==> src/rtl/prod_ctrl.sv <==
// Central control FSM for the Fibonacci/Timer producer subsystem: debounces the
// four user buttons, selects the active producer and strobes slow-clock updates.
module prod_ctrl #(
    parameter int DB_COUNT = 500
) (
    input  logic       clk,
    input  logic       rst,
    input  logic       start_f,
    input  logic       start_t,
    input  logic       stop_f_t,
    input  logic       update,
    input  logic [2:0] prog,
    input  logic       buf_full,
    input  logic       buf_empty,
    output logic       en_f,
    output logic       en_t,
    output logic       wr_sel,
    output logic       load_prog,
    output logic [2:0] prog_q,
    output logic [5:0] led
);

    typedef enum logic [5:0] {
        IDLE   = 6'b000001,
        RUN_F  = 6'b000010,
        RUN_T  = 6'b000100,
        HOLD_F = 6'b001000,
        HOLD_T = 6'b010000,
        UPD    = 6'b100000
    } state_t;

    localparam int              CW      = $clog2(DB_COUNT + 2);
    localparam logic [CW-1:0]   CNT_HIT = CW'(DB_COUNT);
    localparam logic [CW-1:0]   CNT_SAT = CW'(DB_COUNT + 1);

    state_t        state;
    state_t        next_state;
    state_t        ret_state;

    logic [3:0]    raw;
    logic [3:0]    press;
    logic [CW-1:0] db_cnt [4];

    logic          start_f_p;
    logic          start_t_p;
    logic          stop_p;
    logic          upd_p;

    assign raw       = {update, stop_f_t, start_t, start_f};
    assign start_f_p = press[0];
    assign start_t_p = press[1];
    assign stop_p    = press[2];
    assign upd_p     = press[3];

    // The counter runs one step past DB_COUNT and parks there, so the press
    // pulse fires only on the single cycle the count equals DB_COUNT.
    always_ff @(posedge clk) begin
        if (rst) begin
            // NOTE: db_cnt is a handful of flops, not a RAM, so it is cleared
            // like any other register; a held button must recount after reset.
            for (int i = 0; i < 4; i++) begin
                db_cnt[i] <= '0;
            end
            press <= '0;
        end else begin
            for (int i = 0; i < 4; i++) begin
                if (!raw[i]) begin
                    db_cnt[i] <= '0;
                end else if (db_cnt[i] != CNT_SAT) begin
                    db_cnt[i] <= db_cnt[i] + CW'(1);
                end
                press[i] <= raw[i] && (db_cnt[i] == CNT_HIT);
            end
        end
    end

    // Priority within every state: stop > update > buf_full > start.
    always_comb begin
        // NOTE: next_state is defaulted before the case so every path assigns
        // it and no latch is inferred.
        next_state = state;
        case (state)
            IDLE: begin
                if (stop_p)         next_state = IDLE;
                else if (upd_p)     next_state = UPD;
                else if (start_f_p) next_state = RUN_F;
                else if (start_t_p) next_state = RUN_T;
            end
            RUN_F: begin
                if (stop_p)         next_state = IDLE;
                else if (upd_p)     next_state = UPD;
                else if (buf_full)  next_state = HOLD_F;
                else if (start_t_p) next_state = RUN_T;
            end
            RUN_T: begin
                if (stop_p)         next_state = IDLE;
                else if (upd_p)     next_state = UPD;
                else if (buf_full)  next_state = HOLD_T;
                else if (start_f_p) next_state = RUN_F;
            end
            HOLD_F: begin
                if (stop_p)         next_state = IDLE;
                else if (upd_p)     next_state = UPD;
                else if (buf_empty) next_state = RUN_F;
            end
            HOLD_T: begin
                if (stop_p)         next_state = IDLE;
                else if (upd_p)     next_state = UPD;
                else if (buf_empty) next_state = RUN_T;
            end
            UPD:     next_state = ret_state;
            default: next_state = IDLE;
        endcase
    end

    always_ff @(posedge clk) begin
        // NOTE: all state here uses non-blocking assignment so every register
        // samples the pre-edge values regardless of statement order.
        if (rst) begin
            state     <= IDLE;
            ret_state <= IDLE;
            prog_q    <= '0;
            wr_sel    <= 1'b0;
        end else begin
            state <= next_state;
            if (next_state == UPD && state != UPD) begin
                ret_state <= state;
                prog_q    <= prog;
            end
            // wr_sel follows the producer of the next state; IDLE/UPD keep it.
            if (next_state == RUN_F || next_state == HOLD_F) begin
                wr_sel <= 1'b0;
            end else if (next_state == RUN_T || next_state == HOLD_T) begin
                wr_sel <= 1'b1;
            end
        end
    end

    assign en_f      = (state == RUN_F);
    assign en_t      = (state == RUN_T);
    assign load_prog = (state == UPD);
    assign led       = state;

endmodule

==> config.mk <==
export PLATFORM = sky130hd
export DESIGN_NAME = prod_ctrl
export DESIGN_NICKNAME = d
export VERILOG_FILES = /design/src/rtl/prod_ctrl.sv
export SDC_FILE = /design/constraint.sdc
export NUM_CORES = 1
export LEC_CHECK = 0
export BUFFER_PORTS_ARGS = -buffer_cell sky130_fd_sc_hd__buf_2
export CORE_ASPECT_RATIO = 1.5
export CORE_UTILIZATION = 60
export CTS_CLUSTER_SIZE = 28
export DETAILED_ROUTE_END_ITERATION = 12
export PLACE_DENSITY = 0.8
export SLEW_MARGIN = 20
export SYNTH_ARGS = -nofsm -noshare
export SYNTH_HDL_FRONTEND = slang
export SYNTH_SLANG_ARGS = --single-unit
export TNS_END_PERCENT = 10
==> constraint.sdc <==
create_clock -name clk -period 2.5 [get_ports clk]
set_input_delay 0.5 -clock clk [delete_from_list [all_inputs] [get_ports clk]]
set_output_delay 0.5 -clock clk [all_outputs]
set_load 0.1 [all_outputs]
### Word level (Yosys, flattened, before mapping)

Memory sizes are Yosys's and may differ from the RTL's.
Cells that the tools add are included.

* output and inout bits: 13
* input port bits: 11
* memory bits (writable): 36
* memories: 1
* register bits: 20
* logic and storage cells: 102

Memory list
* db_cnt: words 4, bits a word 9, read ports 4, clocked after memory_dff 0, wr ports 4, RTL line 42 `logic [CW-1:0] db_cnt [4];`

* bitwise logic cells: 8
* $add $sub $neg: 4
* mux-type cells: 56
* equality and inequality tests: 20
* reductions and logical operators: 8

Operator list (number)
* $mux 6: 17
* $mux 9: 8
* $add 9x1->9 const B: 4
* $eq 9x9->1 const B: 4
* $ne 9x9->1 const B: 4
* $pmux 6 s6: 1
* $mux 1: 30
* $eq 6x2->1 const B: 2
* $eq 6x3->1 const B: 2
* $eq 6x4->1 const B: 2
* $eq 6x5->1 const B: 2
* $eq 6x6->1 const B: 2
* $or 1x1->1: 8
* $eq 6x1->1 const B: 1
* $ne 6x6->1 const B: 1
* $logic_and 1x1->1: 5
* $logic_or 1x1->1: 2
* $reduce_or 2->1: 1

### Logic depth before layout (Yosys ltp)

* depth after elaboration: 8
* gate-level depth with buffers: 7
* depth with buffers taken out: 6

### Worst setup path after synthesis

OpenSTA, ideal clock, no wires.

* path type: register -> register
* from: register state[2] (netlist: led[2])
* to: register wr_sel
* path buffers: 1
* setup time: 0.086 ns
* path slack: -0.588 ns
* data arrival time: 3.002 ns
* required time: 2.414 ns
* clock period less this slack: 3.088 ns
* stages on the path, launching flop included: 7
* path through: dfxtp_1 buf_2 and3_1 a32oi_1 a21boi_0 o211ai_1 a221oi_2

* elaborated cells on any way between the ends: 31
* those cells by class: 10 x eq/ne; 18 x mux; 3 x reduce/logical

RTL lines
* start, declared: RTL line 36 `state_t state;`
* start signal, assigned: RTL line 125 `state <= next_state;`
* $eq 6x3->1 (*)
* named net en_t: RTL line 16 `output logic en_t,`
* $pmux 6 s6 (*): RTL line 82 `case (state)`
* $eq 6x2->1 or $eq 6x4->1 (tied branches): RTL line 131 `if (next_state == RUN_F || next_state == HOLD_F) begin`
* $logic_or 1x1->1: RTL line 131
* $reduce_or 2->1 (no source line)
* end signal, assigned: RTL line 123 `wr_sel <= 1'b0;`
* end signal, assigned: RTL line 132 `wr_sel <= 1'b0;`
* end signal, assigned: RTL line 134 `wr_sel <= 1'b1;`
* end, declared: RTL line 17 `output logic wr_sel,`

The timed path passes the listed nets; every way through them passes the cells marked *.
A chain may end at the register's enable or synchronous reset.

### Final worst setup path

* from: register state[2] (netlist: led[2])
* to: output load_prog

* word-level cells in the longest chain between the ends: 1

RTL lines
* $eq 6x6->1: RTL line 141 `assign load_prog = (state == UPD);`
* end, declared: RTL line 18 `output logic load_prog,`

Every way passes these cells.

==> impl_results.md <==
* Num ports at 24
* Unrepaired setup endpoints after global routing: no
* Inserted Clock Buffers at 5
* Min cycle time layout at between 2 and 2.5 ns
* Reg2reg setup slack at between 0.3 and 0.4 ns
* Number of global-route vias before repair at 2263
* Rel. slew slack at about three fifths
* Core Area at 4890 µm²
* Hold Path Class: input pin to flip-flop
* Grt met1 use at 27.5%
* Postcts setup bufs at 0
* R2R cell count at 6
* Clk sink count at 56
* Total Wirelength at 5.69 mm
* Worst VDD drop at between 400 and 500 µV
* Remaining global-route overflow at 0
* Ys flop type: edfxtp_1
* Post-synthesis net count at 330
* Reg-to-reg endpoint: wr_sel$_SDFFE_PP0P_
* Cell Count, Final, Fillers Out at about 400
* Die Area at between 5000 and 6000 µm²
* Max Root-Sink Buffers at 2
* Slowest CP cell: nor4_1
* Largest net degree at the start of global routing at 21
* Pins Over Slew Limit at 0
* Worst slew pin tran at 0.620 ns
* Yosys reg bits at between 50 and 60
* Layer with the highest usage: met2
* Worst-Skew Late Latency at ~0.32 ns
* Final setup viols at 0
* Critical path arrival at roughly 1.8 ns
* Max-cap violations at 0
* Initial core utilization at 63.1%
* Largest cells by area after synthesis: edfxtp_1 (35%), dfxtp_1 (13%), nor2_1 (7.7%), ha_1 (4.9%), xnor2_1 (4.8%)
* CP max stage delay at ~0.4 ns
* Filler cell count at between 400 and 500
* Via count at roughly 2300
* Post-synth top area cell: edfxtp_1
* Max frequency at 433 MHz
* First-pass GRT wire length at between 9 and 10 mm
* Worst Path Max Fanout at 9
* Clock root buffer: clkbuf_8
* Synth Cell Area at a little over 3000 µm²
* Status: finished clean
* PD cells at roughly 480 nW/µm²
* TritonCTS clock tree: done
* Most frequent cells in the layout: nor2_1 (63), edfxtp_1 (36), buf_2 (22)
* Die W at 60.5 µm
* Period Utilization, post-route at 92.4%
* Syn Inst Count at roughly 300
* H-Tree Depth at 2
* WL per Instance at between 10 and 15 µm
* Drt pass-1 iters at 4
* CP startpoint: led[2]$_SDFF_PP0_
* DRT iter0 DRCs at ~140
* Fin worst setup slack at approximately 0.19 ns
* Worst Path Required at roughly 2 ns
* Smallest hold slack at ~0.41 ns
* GR Util met3 at under 10%
* Hpwl dp at 4.27 mm
* Layout area overhead at 10.1%
* FF+latch area at about 1500 µm²
* Gpl congestion at between 0.8 and 0.9
* Cells after DPL at a little under 400
* DR DRC count at 0
* Distinct cells, synth at 46
* Commonest non-fill, non-tap cell in the layout: nor2_1
* Critical Path Sink Type: output pin
* Post-DRT Antenna Nets at 0
* Post-Place Worst Slack at about 0.23 ns
* Reg2reg start: led[2]$_SDFF_PP0_
* CTS clk-pin slew, worst paths at ~0.11 ns
* I/O Buffers at 23
* Seq/Total Area, Yosys at 48.1%
* Max Clock Skew at 0.0115 ns
* Final nets at between 300 and 400
* Share of cells above drive strength 1 at 15.9%
* Count of flip-flops with a built-in enable after synthesis at 36
* Fin. Hold Viols at 0
* Ant. Diodes at 0
* Setup Crit Path Kind: flip-flop to output pin
* Area of the multi-input gates at 1510 µm²
* Setup crit end: load_prog
* Final core area utilization at between 60% and 70%
* Post-synth ARST share at 0%
* Warnings from Yosys at 0
* Routed vias/inst at 5.68
* Antenna violations before repair at 0
* Met2 usage at about two fifths
* Setup tns final at 0 ns
* Gr usage total at 23.1%
* Crit path cell chain: nor4_1 > and3b_2 > buf_4
* Syn avg cell area at 10.0 µm²
* Static Leak at 1.34 nW
* Startpoint class of the critical path: flip-flop
* Die Y at 89.8 µm
* Std cell rows at 31
* # hold bufs at CTS at 0
* Synth top area share at 35.1%
==> stage by stage <==
stage	power, W	instance area (µm²)
2_1_floorplan	0.00104	3090
3_3_place_gp	0.00105	3280
3_5_place_dp	0.00105	3280
4_1_cts	0.00164	3390
5_1_grt	0.00168	3390
6_report	0.00164	3390
==> what timing repair did <==
action | in CTS | in global routing
gates resized for setup | 1 | 1
pin swaps | 0 | 0
endpoints found under the setup margin | 1 | 1
==> worst min-delay path by stage <==
stage	from	to	slack [ns]	depth (start not counted)
floorplan	ret_state[5]$_SDFFE_PP0P_	ret_state[5]$_SDFFE_PP0P_	0.43	2
global placement	ret_state[0]$_SDFFE_PP1P_	ret_state[0]$_SDFFE_PP1P_	0.46	2
detailed placement	ret_state[5]$_SDFFE_PP0P_	ret_state[5]$_SDFFE_PP0P_	0.48	2
CTS	prog[0]	prog_q[0]$_SDFFE_PP0P_	0.42	3
global route	prog[0]	prog_q[0]$_SDFFE_PP0P_	0.42	3
finish	prog[0]	prog_q[0]$_SDFFE_PP0P_	0.41	3
==> power breakdown <==
group	internal [W]	total, W	switching (W)
registers	0.000979	0.000987	0.00000785
logic	0.0000170	0.0000449	0.0000279
clock network	0.000303	0.000604	0.000301
total	0.00130	0.00164	0.000336
==> flip-flops by register name (all words and copies together) (netlist names) <==
signal     cells
prog_q         3
ret_state      6
wr_sel         1
led            6
db_cnt        36
press          4
==> final cells by class <==
type | count | area share, %
clock buffer | 5 | 2.03
clock inverter | 3 | 1.33
inverter | 14 | 1.55
multi-input combinational | 228 | 44.4
sequential | 56 | 43.9
tap | 66 | 2.43
timing repair buffer | 27 | 4.35
==> worst max-delay path, delay by kind of cell (launching register included) <==
kind	cells	cell delay, ns
buf+inv	1	0.33
flops	1	0.36
simple gates	2	0.80
==> Yosys cell counts, types with 7 or more instances <==
library cell / n
mux2i_1: 7
nor2_1: 63
ha_1: 12
inv_1: 14
xnor2_1: 17
nand2_1: 15
nand3_1: 14
and3_1: 12
nor2b_1: 9
edfxtp_1: 36
xor2_1: 13
dfxtp_1: 20
==> layer usage <==
layer / up-vias / wire, µm
li1: 1130 / -
met1: 1090 / 2440
met2: 38 / 3010
met3: 9 / 163
met4: 0 / 85
met5: - / 0
==> logic make-up (layout without fill, tap and decap cells) <==
family / count (synthesis) / after routing / share of synthesized area, %
compound gates: 29 / 29 / 7.92
xor+xnor: 30 / 30 / 8.53
fa+ha+maj: 12 / 12 / 4.87
buf+inv: 23 / 49 / 3.13
flops: 56 / 56 / 48.1
mux: 7 / 7 / 2.27
simple gates: 150 / 150 / 25.2
Power figures use the tool's default switching activity.
